**src/rtl/instruction_sequencer.sv**
```systemverilog
// Program memory, program counter and registered instruction issue for control_unit.
// One instruction per cycle; a taken jump costs one bubble; opcode 1111 halts.
module instruction_sequencer #(
  parameter int PC_WIDTH    = 8,
  parameter int INSTR_WIDTH = 10,
  parameter int MEM_DEPTH   = 256
) (
  input  logic                   clk,
  input  logic                   rst_n,
  input  logic                   prog_we,
  input  logic [PC_WIDTH-1:0]    prog_addr,
  input  logic [INSTR_WIDTH-1:0] prog_data,
  input  logic                   start,
  input  logic                   stall,
  input  logic                   load,
  input  logic [PC_WIDTH-1:0]    set_value,
  output logic [INSTR_WIDTH-1:0] instruction,
  output logic                   instr_valid,
  output logic [PC_WIDTH-1:0]    pc,
  output logic                   running,
  output logic                   halted
);

  typedef enum logic [1:0] {
    ST_IDLE = 2'd0,
    ST_RUN  = 2'd1,
    ST_HALT = 2'd2
  } state_e;

  state_e                 state_q, state_d;
  logic [PC_WIDTH-1:0]    pc_q, pc_d;
  logic [INSTR_WIDTH-1:0] instr_q, instr_d;
  logic                   valid_q, valid_d;
  logic                   running_q, halted_q;
  logic [INSTR_WIDTH-1:0] mem_q [MEM_DEPTH];
  logic                   mem_we_s;
  logic                   is_halt_s;

  assign mem_we_s  = prog_we && (state_q != ST_RUN);
  assign is_halt_s = valid_q && (instr_q[INSTR_WIDTH-1 -: 4] == 4'hF);

  // Program memory write port; contents deliberately survive reset.
  always_ff @(posedge clk) begin
    if (mem_we_s) begin
      mem_q[prog_addr] <= prog_data;
    end
  end

  // Next-state logic: stall beats halt, halt beats jump, jump beats fetch.
  always_comb begin
    state_d = state_q;
    pc_d    = pc_q;
    instr_d = instr_q;
    valid_d = valid_q;
    case (state_q)
      ST_IDLE, ST_HALT: begin
        valid_d = 1'b0;
        if (start && !prog_we) begin
          state_d = ST_RUN;
          pc_d    = '0;
        end else begin
          state_d = state_q;
        end
      end
      ST_RUN: begin
        if (stall) begin
          state_d = ST_RUN;
        end else if (is_halt_s) begin
          state_d = ST_HALT;
          valid_d = 1'b0;
        end else if (valid_q && load) begin
          pc_d    = set_value;
          valid_d = 1'b0;
        end else begin
          instr_d = mem_q[pc_q];
          valid_d = 1'b1;
          pc_d    = pc_q + PC_WIDTH'(1);
        end
      end
      default: begin
        state_d = ST_IDLE;
        valid_d = 1'b0;
      end
    endcase
  end

  // State and output registers.
  always_ff @(posedge clk or negedge rst_n) begin
    if (!rst_n) begin
      state_q   <= ST_IDLE;
      pc_q      <= '0;
      instr_q   <= '0;
      valid_q   <= 1'b0;
      running_q <= 1'b0;
      halted_q  <= 1'b0;
    end else begin
      state_q   <= state_d;
      pc_q      <= pc_d;
      instr_q   <= instr_d;
      valid_q   <= valid_d;
      running_q <= (state_d == ST_RUN);
      halted_q  <= (state_d == ST_HALT);
    end
  end

  assign instruction = instr_q;
  assign instr_valid = valid_q;
  assign pc          = pc_q;
  assign running     = running_q;
  assign halted      = halted_q;

endmodule

```
**config.mk**
```make
export PLATFORM = sky130hd
export DESIGN_NAME = instruction_sequencer
export DESIGN_NICKNAME = d
export VERILOG_FILES = /design/src/rtl/instruction_sequencer.sv
export SDC_FILE = /design/constraint.sdc
export NUM_CORES = 2
export LEC_CHECK = 0
export CORE_ASPECT_RATIO = 0.5
export CORE_MARGIN = 8
export CORE_UTILIZATION = 35
export CTS_CLUSTER_SIZE = 12
export DETAILED_ROUTE_END_ITERATION = 16
export GPL_TIMING_DRIVEN = 0
export SLEW_MARGIN = 20
export SYNTH_ARGS = -nofsm -noshare
export SYNTH_HDL_FRONTEND = slang
export SYNTH_SLANG_ARGS = --single-unit
```
**constraint.sdc**
```tcl
create_clock -name clk -period 5.08 [get_ports clk]
set_clock_uncertainty 0.15 [all_clocks]
set_input_delay 1.27 -clock clk [delete_from_list [all_inputs] [get_ports clk]]
set_output_delay 1.27 -clock clk [all_outputs]
set_load 0.005 [all_outputs]
```
### Word level (Yosys, flattened, before mapping)

Memory sizes are Yosys's and may differ from the RTL's. A register that Yosys moved wholly into a read port is not among the register bits.
Cells that the tools add are included.

* add/sub/neg operators: 1
* eq/ne operators: 9
* mux-type cells: 15
* bitwise gates (word level): 3
* reductions and logical operators: 11

Operators with widths (count)
* 2-to-1 mux 8 bit: 4
* case mux 8 bit (2 select lines): 1
* adder 8 x 1 -> 8 bit, second input constant: 1
* AND reduction 4 bit: 2
* 2-to-1 mux 1 bit: 6
* 2-to-1 mux 2 bit: 3
* != test 2 bit, second input constant: 3
* == test 2 x 1 -> 1 bit, second input constant: 2
* == test 2 bit, second input constant: 2
* == test 4 bit, second input constant: 1
* logical AND 1 bit: 4
* case mux 2 bit (2 select lines): 1
* NOT 1 bit: 3
* logical NOT 1 bit: 2
* logical NOT 2 bit: 1
* != test 2 x 1 -> 1 bit, second input constant: 1
* nonzero test 2 bit: 1
* OR reduction 2 bit: 1

* register bits after elaboration: 13
* RAM bits: 2560
* bits of input ports: 32
* output and inout port bits: 21
* logic and storage cells: 45
* memories: 1

Memories
* mem_q: words 256, width 10, rd ports 1, clocked after Yosys merged registers in 1, wr ports 1, RTL line 35 `logic [INSTR_WIDTH-1:0] mem_q [MEM_DEPTH];`

### Depth between registers and ports, before layout

* depth after elaboration: 6
* gate-level depth with buffers: 13
* gate-level depth less buffers: 7

### Worst setup path before layout

OpenSTA, ideal clock, no wires.

* path type: in2reg
* start point: input port prog_addr[2]
* end point: memory mem_q[103][0], enable pin
* library setup time: 0.376 ns
* arrival time: 2.929 ns
* data required time: 4.554 ns
* setup slack: 1.625 ns
* stages on the path: 6
* buffers on the path: 2
* path through: clkbuf_1 -> nor2b_1 -> nand3_1 -> nand2b_1 -> clkbuf_1 -> nor2_1

RTL lines
* start: declaration: RTL line 11 `input logic [PC_WIDTH-1:0] prog_addr,`
* end: declaration: RTL line 35

Straight into the memory's write port.

==> results.sh <==
export IMPL_vias=58400
export IMPL_status="finished, violations left"
export IMPL_die_w_um=773
export IMPL_worstMarginPinSlew_ns=1.36
export IMPL_crit_fanout=10
export IMPL_synthSimpleGateAreaFrac_pct=2.45
export IMPL_pin_count=53
export IMPL_avgSynthCellArea_um2=21.5
export IMPL_p_leak_uw=0.0356
export IMPL_grt_max_degree=131
export IMPL_antenna_found_initial=68
export IMPL_ys_types=67
export IMPL_slew_limit_headroom_pct=9.19
export IMPL_worst_path_buf_inv=5
export IMPL_fillers=24800
export IMPL_routedWlPerCell_um=47.9
export IMPL_wl_met2_um=176000
export IMPL_multi_input_area_um2=21800
export IMPL_synth_top_area_cell="edfxtp_1"
export IMPL_final_common_cell="edfxtp_1"
export IMPL_portBuffers=48
export IMPL_cts_sinks=2583
export IMPL_fin_nets=5111
export IMPL_path_cells="buf_2, buf_2, buf_6, buf_4, buf_4, mux4_2, mux2i_1, o221ai_1, o21ai_0, o32ai_1"
export IMPL_dieArea_um2=305000
export IMPL_globalRouteOverflowTotal=0
export IMPL_startpoint="pc[1]"
export IMPL_setup_ws_ns=-0.449
export IMPL_ys_ff_latch=2583
export IMPL_hold_class="in2async"
export IMPL_critical_path_top_delay_family="buffers and inverters"
export IMPL_synth_area_leaders="edfxtp_1, mux4_2, mux2i_1, nor2_1, nand2_1"
export IMPL_cp_arrival_ns=6.08
export IMPL_ant_nets=0
export IMPL_min_period_ns=5.53
export IMPL_drtIter0Drc=12400
export IMPL_clock_root_buffer="clkbuf_16"
export IMPL_cp_start_kind="flip-flop"
export IMPL_critPathMaxStageDelay_ns=0.66
export IMPL_worstPathRequired_ns=5.63
export IMPL_setup_viol=50
export IMPL_synth_area_um2=100000
export IMPL_synth_edf_count=2560
export IMPL_synthArstFlopShare_pct=0.890
export IMPL_drt_pass1_iter_count=6
export IMPL_clk_latency_ns=0.86
export IMPL_violations="negative setup slack"
export IMPL_path_class="reg2reg"
export IMPL_core_um2=286000
export IMPL_synthMuxAreaShare_pct=16.0
export IMPL_ir_worst_vdd_v=0.000446
export IMPL_synth_compound_area_share_pct=2.69
export IMPL_fmax_mhz=181
export IMPL_synth_xor_area_share_pct=0
export IMPL_finalHoldViolations=0
export IMPL_rows=139
export IMPL_yosysWarnings=0
export IMPL_regArea_um2=77500
export IMPL_regToRegStartpoint="pc[1]"
export IMPL_syn_num_nets=4701
export IMPL_ys_flop_type="edfxtp_1"
export IMPL_critical_path_slowest_cell="mux2i_1"
export IMPL_start_util_pct=35.1
export IMPL_final_cell_mix="edfxtp_1, mux4_2, clkbuf_16"
export IMPL_dp_cells=8620
export IMPL_yosysSeqAreaShare_pct=77.2
export IMPL_dr_max_layer_used="met5"
export IMPL_slew_violations=0
export IMPL_grt_pass1_vias=54400
export IMPL_gp_congestion=1.03
export IMPL_final_area_um2=116000
export IMPL_grt_pass1_wl_um=548000
export IMPL_clock_path_buffers=4
export IMPL_report_power_total_uw=67300
export IMPL_drc=0
export IMPL_syn_inst=4668
export IMPL_placed_cell_area_um2=108000
export IMPL_synthAdderAreaFrac_pct=0.0125
export IMPL_wl_met3_um=71500
export IMPL_powerDensity_nw_per_um2=581
export IMPL_min_period_over_period_pct=109
export IMPL_clk_pin_slew_ns=0.06
export IMPL_final_cells=8993
export IMPL_pre_cts_slack_ns=-1.20
export IMPL_track_usage_pct=27.3
export IMPL_area_growth_pct=15.5
export IMPL_post_cts_buffers=0
export IMPL_synth_top_area_share_pct=76.6
export IMPL_h_tree_depth=5
export IMPL_worstSetupEndpointType="flip-flop"
export IMPL_wirelength_met1_um=153000
export IMPL_synth_top_family_by_area="multiplexers"
export IMPL_drv_cap=0
export IMPL_tritoncts="done"
export IMPL_drt_total_wl_um=431000
export IMPL_cts_buffers_inserted=266
export IMPL_fp_dieH_um=395
export IMPL_via_per_inst=6.49
export IMPL_rsz0062_at_grt="no"
export IMPL_dp_hpwl_um=292000
export IMPL_drive_gt1_share_pct=28.7
[cell type report]
cell class | instances | share of cell area [%]
sequential | 2583 | 66.8
timing repair buffer | 147 | 2.29
inverter | 8 | 0.0259
clock buffer | 316 | 6.03
antenna | 19 | 0.0410
tap | 3807 | 4.11
multi-input combinational | 1794 | 18.8
buffer | 278 | 1.56
clock inverter | 41 | 0.297
[worst reg2reg max path: stages, from the launching register on]
cell and delay, ns:
dfrtp_2 0.63, buf_2 0.40, buf_2 0.50, buf_6 0.44
buf_4 0.49, buf_4 0.59, mux4_2 0.44, mux2i_1 0.66
o221ai_1 0.56, o21ai_0 0.38, o32ai_1 0.14
[path summary, 6_finish.rpt]
kind                                        to  cells past startpoint  slack, ns
worst min-delay path                    halted                      1       0.18
max in group asynchronous       instruction[5]                      2       4.15
worst max register to register  instruction[0]                     10      -0.45
worst max-delay path            instruction[0]                     10      -0.45
worst min register to register      state_q[0]                      1       0.41
min in group clk                    state_q[0]                      1       0.41
[stage by stage]
stage | TNS (ns) | utilization [%] | hold slack [ns]
after floorplan | 0 | - | 0.333
after global placement | - | 36.9 | 0.368
after detailed placement | -172.80 | 37.8 | 0.399
after CTS | 0 | 40.4 | 0.149
after global routing | 0 | 40.5 | 0.187
final | -5.49 | 40.5 | 0.183
[repair_timing]
action / 4_1_cts / 5_1_grt
resized for setup: 58 / 7
hold buffers: 0 / 0
setup endpoints to repair: 10 / 4
gates cloned: 0 / 0
[where the power goes]
part / internal (µW) / total (µW) / leakage, µW / switching (µW)
combinational: 7490 / 25700 / 0.00874 / 18200
clock: 9750 / 17900 / 0.00357 / 8120
sequential: 23500 / 23800 / 0.0233 / 254
[Yosys cell counts, types with 3 or more instances]
cell / number
clkbuf_1: 107
o2111ai_1: 5
nand3b_1: 5
nor4_1: 7
o21ai_0: 45
o32ai_1: 6
mux2i_1: 190
o211ai_1: 11
mux2_2: 14
edfxtp_1: 2560
a21oi_1: 77
nand4_1: 8
a211o_1: 5
and2_1: 7
buf_1: 19
a22o_1: 10
nand2b_1: 6
dfrtp_1: 23
nor3_1: 15
buf_6: 38
a211oi_1: 24
o22ai_1: 23
nor2b_1: 23
and3_1: 8
mux4_2: 622
nor3b_1: 3
a311oi_1: 7
a22oi_1: 50
inv_1: 6
buf_2: 82
buf_4: 35
o31ai_1: 8
nor2_1: 296
a21o_1: 7
a32oi_1: 7
a221oi_1: 28
a222oi_1: 6
nand2_1: 158
a2111oi_0: 8
o221ai_1: 20
a31oi_1: 19
nand3_1: 40
[layer usage]
metal | vias up | GRT usage [%]
met5 | - | 0.140
met2 | 5681 | 37.8
met3 | 1234 | 12.4
li1 | 20300 | -
met1 | 31100 | 35.4
met4 | 34 | 15.2
[registers in the layout (all words and copies together), names as in the netlist]
name,cells
instr_valid,1
mem_q,2560
pc,8
state_q,2
halted,1
instruction,10
running,1
[cell families after synthesis]
kind of cell,count (synthesis)
adder cells (fa/ha/maj),1
buffers and inverters,291
flip-flops,2583
AO/OA/AOI/OAI,384
multiplexers,826
AND/OR/NAND/NOR,583
No activity file was read; power rests on OpenSTA's default activity.
